[src/rtl/key_pkg.sv]
// Shared definitions for the emulated key-press generator.
// Holds the FSM state encoding, the default timing parameters (125 MHz clock)
// and the debounce delay the generated presses must outlast.
package key_pkg;

    // Press sequencing states
    typedef enum logic [2:0] {
        ST_IDLE       = 3'd0,
        ST_BOUNCE_IN  = 3'd1,
        ST_HOLD       = 3'd2,
        ST_BOUNCE_OUT = 3'd3,
        ST_GAP        = 3'd4
    } key_state_e;

    // 40 ms key debounce at 125 MHz
    localparam logic [31:0] DEBOUNCE_DLY   = 32'd5000000;

    // Defaults: press and gap just exceed the debounce delay
    localparam logic [31:0] DEF_HOLD_MIN   = 32'd5000001;
    localparam logic [31:0] DEF_GAP        = 32'd5000001;
    localparam logic [31:0] DEF_BOUNCE_CNT = 32'd4;
    localparam logic [31:0] DEF_BOUNCE_PER = 32'd12500;

    // Effective press length: the request, but never shorter than the minimum
    function automatic logic [31:0] clamp_hold(input logic [31:0] hold_val,
                                               input logic [31:0] hold_min);
        logic [31:0] res;
        if (hold_val < hold_min) begin
            res = hold_min;
        end else begin
            res = hold_val;
        end
        return res;
    endfunction

endpackage

[src/rtl/key_tick_cnt.sv]
// Loadable 32-bit down-counter with a zero flag; times bounce segments,
// the press hold and the post-press gap.
// Ports:
//   clk, rst_n     clock, asynchronous active-low reset (count clears to 0)
//   load_i         load load_val_i this cycle (has priority over dec_i)
//   dec_i          decrement by one; saturates at zero
//   load_val_i     value to load
//   zero_o         count is zero
module key_tick_cnt (
    input  logic        clk,
    input  logic        rst_n,
    input  logic        load_i,
    input  logic        dec_i,
    input  logic [31:0] load_val_i,
    output logic        zero_o
);

    logic [31:0] cnt_q;

    // Count register: load has priority, decrement stops at zero so it never wraps
    always_ff @(posedge clk or negedge rst_n) begin
        if (!rst_n) begin
            cnt_q <= 32'd0;
        end else if (load_i) begin
            cnt_q <= load_val_i;
        end else if (dec_i && (cnt_q != 32'd0)) begin
            cnt_q <= cnt_q - 32'd1;
        end else begin
            cnt_q <= cnt_q;
        end
    end

    assign zero_o = (cnt_q == 32'd0);

endmodule

[src/rtl/key_press_gen.sv]
// Emulated push-button: on request, drives an active-low key line through a
// bouncy press, a clean hold, a bouncy release and a quiet gap, then pulses done.
// Ports:
//   clk    sole clock
//   rst_n  asynchronous active-low reset; releases the key line at once
//   req    press request, only sampled while idle
//   hold   requested press length in cycles, latched with req
//   busy   high from the cycle after acceptance until done
//   done   one-cycle pulse after the gap ends
//   kout   key line, 0 = pressed, idles at 1
module key_press_gen
    import key_pkg::*;
#(
    parameter logic [31:0] HOLD_MIN   = DEF_HOLD_MIN,
    parameter logic [31:0] GAP        = DEF_GAP,
    parameter logic [31:0] BOUNCE_CNT = DEF_BOUNCE_CNT,
    parameter logic [31:0] BOUNCE_PER = DEF_BOUNCE_PER
) (
    input  logic        clk,
    input  logic        rst_n,
    input  logic        req,
    input  logic [31:0] hold,
    output logic        busy,
    output logic        done,
    output logic        kout
);

    localparam bit          HAS_BOUNCE = (BOUNCE_CNT != 32'd0);
    // A bounce phase has 2*BOUNCE_CNT-1 levels; this is the number still to
    // come after the first one.
    localparam logic [31:0] SEG_LAST   = HAS_BOUNCE ? ((BOUNCE_CNT << 1) - 32'd2) : 32'd0;
    // The counter runs N-1 .. 0, so a phase of N cycles loads N-1
    localparam logic [31:0] PER_LD     = BOUNCE_PER - 32'd1;
    localparam logic [31:0] GAP_LD     = GAP - 32'd1;

    key_state_e  state_q;
    logic [31:0] hold_eff_q;
    logic [31:0] seg_q;
    logic        kout_q;
    logic        busy_q;
    logic        done_q;

    logic [31:0] hold_eff_s;
    logic        cnt_load_d;
    logic        cnt_dec_d;
    logic [31:0] cnt_val_d;
    logic        cnt_zero_s;

    assign hold_eff_s = clamp_hold(hold, HOLD_MIN);

    key_tick_cnt u_tick (
        .clk        (clk),
        .rst_n      (rst_n),
        .load_i     (cnt_load_d),
        .dec_i      (cnt_dec_d),
        .load_val_i (cnt_val_d),
        .zero_o     (cnt_zero_s)
    );

    // Timer control: reload with the length of the phase being entered, else count down
    always_comb begin
        cnt_load_d = 1'b0;
        cnt_dec_d  = 1'b0;
        cnt_val_d  = 32'd0;
        case (state_q)
            ST_IDLE: begin
                if (req) begin
                    cnt_load_d = 1'b1;
                    cnt_val_d  = HAS_BOUNCE ? PER_LD : (hold_eff_s - 32'd1);
                end else begin
                    cnt_load_d = 1'b0;
                end
            end
            ST_BOUNCE_IN: begin
                if (cnt_zero_s) begin
                    cnt_load_d = 1'b1;
                    cnt_val_d  = (seg_q == 32'd0) ? (hold_eff_q - 32'd1) : PER_LD;
                end else begin
                    cnt_dec_d = 1'b1;
                end
            end
            ST_HOLD: begin
                if (cnt_zero_s) begin
                    cnt_load_d = 1'b1;
                    cnt_val_d  = HAS_BOUNCE ? PER_LD : GAP_LD;
                end else begin
                    cnt_dec_d = 1'b1;
                end
            end
            ST_BOUNCE_OUT: begin
                if (cnt_zero_s) begin
                    cnt_load_d = 1'b1;
                    cnt_val_d  = (seg_q == 32'd0) ? GAP_LD : PER_LD;
                end else begin
                    cnt_dec_d = 1'b1;
                end
            end
            ST_GAP: begin
                if (cnt_zero_s) begin
                    cnt_dec_d = 1'b0;
                end else begin
                    cnt_dec_d = 1'b1;
                end
            end
            default: begin
                cnt_load_d = 1'b0;
                cnt_dec_d  = 1'b0;
            end
        endcase
    end

    // Press sequencer with registered key line, busy and done
    always_ff @(posedge clk or negedge rst_n) begin
        if (!rst_n) begin
            state_q    <= ST_IDLE;
            hold_eff_q <= 32'd0;
            seg_q      <= 32'd0;
            kout_q     <= 1'b1;
            busy_q     <= 1'b0;
            done_q     <= 1'b0;
        end else begin
            done_q <= 1'b0;
            case (state_q)
                ST_IDLE: begin
                    if (req) begin
                        hold_eff_q <= hold_eff_s;
                        seg_q      <= SEG_LAST;
                        kout_q     <= 1'b0;
                        busy_q     <= 1'b1;
                        state_q    <= HAS_BOUNCE ? ST_BOUNCE_IN : ST_HOLD;
                    end
                end
                ST_BOUNCE_IN: begin
                    if (cnt_zero_s) begin
                        if (seg_q == 32'd0) begin
                            // last bounce level is already low; hold continues it
                            kout_q  <= 1'b0;
                            state_q <= ST_HOLD;
                        end else begin
                            seg_q  <= seg_q - 32'd1;
                            kout_q <= ~kout_q;
                        end
                    end
                end
                ST_HOLD: begin
                    if (cnt_zero_s) begin
                        kout_q <= 1'b1;
                        seg_q  <= SEG_LAST;
                        state_q <= HAS_BOUNCE ? ST_BOUNCE_OUT : ST_GAP;
                    end
                end
                ST_BOUNCE_OUT: begin
                    if (cnt_zero_s) begin
                        if (seg_q == 32'd0) begin
                            kout_q  <= 1'b1;
                            state_q <= ST_GAP;
                        end else begin
                            seg_q  <= seg_q - 32'd1;
                            kout_q <= ~kout_q;
                        end
                    end
                end
                ST_GAP: begin
                    if (cnt_zero_s) begin
                        busy_q  <= 1'b0;
                        done_q  <= 1'b1;
                        state_q <= ST_IDLE;
                    end
                end
                default: begin
                    kout_q  <= 1'b1;
                    busy_q  <= 1'b0;
                    state_q <= ST_IDLE;
                end
            endcase
        end
    end

    assign kout = kout_q;
    assign busy = busy_q;
    assign done = done_q;

endmodule
[config.mk]
export PLATFORM = sky130hd
export DESIGN_NAME = key_press_gen
export DESIGN_NICKNAME = d
export VERILOG_FILES = /design/src/rtl/key_pkg.sv /design/src/rtl/key_tick_cnt.sv /design/src/rtl/key_press_gen.sv
export SDC_FILE = /design/constraint.sdc
export NUM_CORES = 1
export LEC_CHECK = 0
export CAP_MARGIN = 20
export CORE_ASPECT_RATIO = 1.1
export CORE_UTILIZATION = 60
export DETAILED_ROUTE_END_ITERATION = 7
export PLACE_DENSITY = 0.78
export SLEW_MARGIN = 20
export SYNTH_ARGS = -nofsm -noshare
export SYNTH_HDL_FRONTEND = slang
export SYNTH_SLANG_ARGS = --single-unit
[constraint.sdc]
create_clock -name clk -period 3.73 [get_ports clk]
set_clock_uncertainty 0.1 [all_clocks]
set_input_delay 0.746 -clock clk [delete_from_list [all_inputs] [get_ports clk]]
set_output_delay 0.746 -clock clk [all_outputs]
set_load 0.1 [all_outputs]
# Yosys cells after proc, flatten, opt, wreduce, memory -nomap -nowiden
# Cells that the tools add are included.
[totals] in_bits=35 register_bits=102
[op_classes] bitwise_logic=3 n_reduce_logical=15 addsub=3 eq_ne=13 order_cmp=1 muxes=39
[ops] operator="32-bit 2-to-1 mux" n=9
[ops] operator="32-bit one-hot mux with 4 select lines" n=1
[ops] operator="32-bit one-hot mux with 3 select lines" n=1
[ops] operator="32-bit by 1-bit subtractor with 32-bit output (second input constant)" n=3
[ops] operator="32-bit logical NOT" n=2
[ops] operator="23-bit 2-to-1 mux" n=2
[ops] operator="32-bit by 23-bit < comparator with 1-bit output (second input constant)" n=1
[ops] operator="32-bit nonzero test" n=1
[ops] operator="14-bit 2-to-1 mux" n=2
[ops] operator="3-bit 2-to-1 mux" n=7
[ops] operator="2-bit != test (second input constant)" n=8
[ops] operator="3-bit one-hot mux with 5 select lines" n=1
[ops] operator="1-bit 2-to-1 mux" n=13
[ops] operator="5-bit AND reduction" n=2
[ops] operator="7-bit AND reduction" n=1
[ops] operator="3-bit by 2-bit equality test with 1-bit output (second input constant)" n=2
[ops] operator="1-bit one-hot mux with 5 select lines" n=1
[ops] operator="4-bit OR reduction" n=1
[ops] operator="3-bit by 1-bit equality test with 1-bit output (second input constant)" n=1
[ops] operator="3-bit equality test (second input constant)" n=1
[ops] operator="3-bit logical NOT" n=1
[ops] operator="1-bit inverter" n=3
[ops] operator="1-bit one-hot mux with 3 select lines" n=1
[ops] operator="3-bit AND reduction" n=1
[ops] operator="other kinds (8)" n=8

# Longest topological paths before layout
[depth] depth_word=6 depth_mapped=10 mapped_depth_nobuf=8

# Modules after synthesis
# From an unflattened synthesis, not the netlist that was laid out.
[hier_totals] cells_unflattened=705 area_unflattened_um2=6366.1
[by_module_without_submodules] mod="key_press_gen" cells_each=474 area_per_inst_um2=4285.4 instances=1
[by_module_without_submodules] mod="key_tick_cnt" cells_each=231 area_per_inst_um2=2080.7 instances=1

# Worst setup path after synthesis
# Ideal clock, no wire load.
[synth_path] kind="reg2reg" from="reg u_tick.cnt_q[0]" to="reg seg_q[7]" setup_slack_ns=0.436 n_path_buf=1 required_ns=3.511 t_arrival_ns=3.075 path_stages_with_launch=10 path_cell_list="dfrtp_1 -> inv_1 -> ha_1 -> or4b_1 -> or4_4 -> or4_4 -> buf_6 -> a221o_1 -> o31a_2 -> o21a_1"
[synth_via] elab_chain_cells=3 word_cells_on_any_way=4 classes_between="2 x eq/ne; 2 x reduce/logical"
[synth_lines] item="start, declared" line_no="key_tick_cnt.sv:18" source="logic [31:0] cnt_q;"
[synth_lines] item="start signal, assigned" line_no="key_tick_cnt.sv:25" source="cnt_q <= load_val_i;"
[synth_lines] item="start signal, assigned" line_no="key_tick_cnt.sv:27" source="cnt_q <= cnt_q - 32'd1;"
[synth_lines] item="start signal, assigned" line_no="key_tick_cnt.sv:29" source="cnt_q <= cnt_q;"
[synth_lines] item="32-bit logical NOT (*)" line_no="key_tick_cnt.sv:33" source="assign zero_o = (cnt_q == 32'd0);"
[synth_lines] item="2-bit by 1-bit != test with 1-bit output (no line) / 2-bit != test (equally long branches)"
[synth_lines] item="5-bit AND reduction (no line) (*)"
[synth_lines] item="end signal, assigned" line_no="key_press_gen.sv:140" source="seg_q <= seg_q - 32'd1;"
[synth_lines] item="end signal, assigned" line_no="key_press_gen.sv:158" source="seg_q <= seg_q - 32'd1;"
[synth_lines] item="end, declared" line_no="key_press_gen.sv:38" source="logic [31:0] seg_q;"
# Every way passes the cells marked *; elsewhere a longest branch is shown, timed or not.
# A chain may end at the register's enable or synchronous reset.

# Worst setup path in the final report
[layout_path] from="reg u_tick.cnt_q[13]" to="reg u_tick.cnt_q[3]"
[layout_via] elab_chain_cells=5 word_cells_on_any_way=12 classes_between="8 x mux; 4 x reduce/logical"
[layout_lines] item="parallel branches: the longest is 5 deep, another holds 32-bit logical NOT"
# Parallel ways; which one is timed is not known.

==> run summary <==
Slew @ Worst Pin - 1.02 ns
Synthesized area per cell - 8.35 µm²
Placer's final routability congestion estimate - 0.904
Net Count, Synth - 775
Int Power - 1.77 mW
N_diodes - 0
Netlist cell types - 65
Setup TNS - 0 ns
Leakage - 2.91 nW
Iter 0 DRT Violations - 453
Post-cts sizing count - 0
Initial Util - 0.621
Unrepaired setup endpoints after global routing - no
Via count - 5913
Sequential area share after synthesis - 0.416
DRT Wirelength - 15900 µm
Overflow after GRT - 0
Clock Tree Buf Depth - 2
Placed Instance Area - 6780 µm²
Fmax - 0.282 GHz
Post-synth EDFFs - 0
Sequential share of power - 0.546
Post-CTS Hold Buffers - 0
I/O pin cnt - 38
Final ANT Viol Nets - 0
Maximum vdd drop - 229 µV
CTS tree - yes
Sw Ratio - 0.296
DRC viols - 0
Clk pin slew, worst setup/hold paths - 0.10 ns
Layout area overhead - 13.5%
Die Y-Extent - 108 µm
H-tree Lvls - 3
TritonCTS buffer count - 9
Root buf cell - clkbuf_8
CP startpoint - u_tick.cnt_q[13]
Synthesis-stage register bit count - 102
Nets - 815
Critical Path End Type - register
Antenna violations before repair - 0
CTS Sinks - 102
Synth Warn # - 0
Setup bufs post-CTS - 0
Synth Flop Type - dfrtp_1
Post-Syn Instances - 736
Final Cell Area - 6980 µm²
Core area - 9890 µm²
Port Buf Inserts - 37
Net Switching - 0.747 mW
Combinational Power Share - 0.165
Clock Power Share - 0.289
DP HPWL - 11700 µm
Crit path required time - 3.94 ns
Worst R2R Start - u_tick.cnt_q[13]
Final period utilization - 0.949
Largest net degree at the start of global routing - 56
MaxCap Viol Count - 0
Post-place setup slack - 0.238 ns
Slew margin rel. - 0.315
Hold Path Class - in -> async
Final Max Tran Viols - 0
PD cells - 361 nW/µm²
# rows - 38
Share of post-route cells with drive strength above 1 - 0.0858
Via/cell ratio - 6.56
Crit start category - register
Async SR Flop Fraction - 1.00
Die Area - 10700 µm²
Number of global-route vias before repair - 5501
Hold WS - 0.271 ns
Final hold violation count - 0
DR WL/cell - 17.7 µm
Final worst slack - 0.189 ns
CP max FO - 10
Fin util - 0.705
Chip width - 98.5 µm
Status - completed
Arrival time worst endpoint - 3.75 ns
GRT Util Overall - 0.311
DRT Pass-1 Iters - 6
Clock Latency Late Sink - 0.37 ns
Cell area after synthesis - 6150 µm²
Minimum clock period - 3.54 ns
Setup-failing EPs final - 0
Crit Path Class - reg -> reg
First-pass GRT wire length - 26300 µm
## area by class of cell
cell class / instances / area [µm²]
tap: 120 / 150
clock buffer: 12 / 155
timing repair buffer: 65 / 613
clock inverter: 4 / 45.0
fill: 821 / 2910
sequential: 102 / 2550
inverter: 18 / 67.6
multi-input combinational: 580 / 3390
## routing by layer
| layer | share of wire | global-route usage |
|---|---|---|
| met5 | 0 | 0 |
| met3 | 0.049 | 0.0291 |
| met1 | 0.42 | 0.384 |
| met4 | 0.033 | 0.151 |
| met2 | 0.50 | 0.551 |
## placed cells by master, fill, tap and decap left out, drive strengths merged, types with 14 or more instances in the layout
master and count:
a21oi 50, o211ai 15, or3 27, nor4 21
buf 30, nand2 105, nor3 41, nor2 61
inv 18, or4 29, xnor2 14, o21ai 49
dfrtp 101, clkdlybuf4s50 35, nand3 16, xor2 18
## cells in the mapped netlist (3+ instances only)
cell,n,share of area
ha_1,4,0.0081
o2bb2ai_1,3,0.0043
dfrtp_1,101,0.41
clkbuf_1,33,0.020
nand2_1,105,0.064
a211oi_1,7,0.0086
nor4_1,21,0.021
or2_2,8,0.0081
or3_1,25,0.025
o211ai_1,15,0.018
nor3_1,41,0.033
and3_1,3,0.0031
inv_1,18,0.011
a22o_1,6,0.0086
a31oi_1,4,0.0041
nor4b_1,4,0.0057
o22ai_1,12,0.012
o21ai_0,46,0.037
o31ai_1,5,0.0061
a32oi_1,4,0.0057
nand3_1,16,0.013
nand4_1,9,0.0092
xor2_1,18,0.026
o211a_1,3,0.0049
nand4b_1,6,0.0086
o22a_1,3,0.0043
o21ai_1,3,0.0024
nand2b_1,9,0.0092
a221oi_1,4,0.0057
nor3b_1,3,0.0037
a21o_1,3,0.0037
or4_1,26,0.032
a21oi_1,50,0.041
nor2_1,61,0.037
xnor2_1,14,0.020
## registers in the layout, indices dropped and copies added (netlist names)
signal	flops
busy	1
done	1
hold_eff_q	32
kout	1
seg_q	32
state_q	3
u_tick.cnt_q	32
## power groups by stage
| stage | clock network, mW | registers (mW) | logic, mW |
|---|---|---|---|
| final | 0.730 | 1.38 | 0.416 |
| after detailed placement | 0 | 1.39 | 0.410 |
| after global placement | 0 | 1.38 | 0.398 |
| after global routing | 0.769 | 1.39 | 0.469 |
| after floorplan | 0 | 1.35 | 0.279 |
| after CTS | 0.735 | 1.37 | 0.415 |
## worst paths after layout
check	slack, ns	cells past startpoint	end
max in group asynchronous	2.53	2	kout
worst max register to register	0.19	6	u_tick.cnt_q[3]
worst min register to register	0.41	1	u_tick.cnt_q[15]
min in group clk	0.41	1	u_tick.cnt_q[15]
worst max-delay path	0.19	6	u_tick.cnt_q[3]
worst min-delay path	0.27	1	seg_q[2]
## through the flow
step | cells | total power [mW]
floorplan | 736 | 1.63
global route | 901 | 2.63
global placement | 885 | 1.78
detailed placement | 885 | 1.80
CTS | 901 | 2.52
finish | 901 | 2.52
## cell families (layout without fill, tap and decap cells)
family                     count (synthesis)  in the layout  share of synthesized area
DFF                                      102            102                      0.416
adders and majority gates                  4              4                    0.00814
xor gates and xnor gates                  32             32                     0.0456
buffers and inverters                     54             99                     0.0346
and+or+nand+nor                          356            356                      0.300
AOI/OAI and AO/OA                        186            186                      0.192
muxes                                      2              2                    0.00326
## critical path, cell delays in order (launching register included)
cell     delay, ns
dfrtp_1       0.42
or4_1         0.59
or4_1         0.61
or4_1         0.60
or4_1         0.76
o22ai_1       0.23
a22o_1        0.17
(Power assumes the default switching activity.)
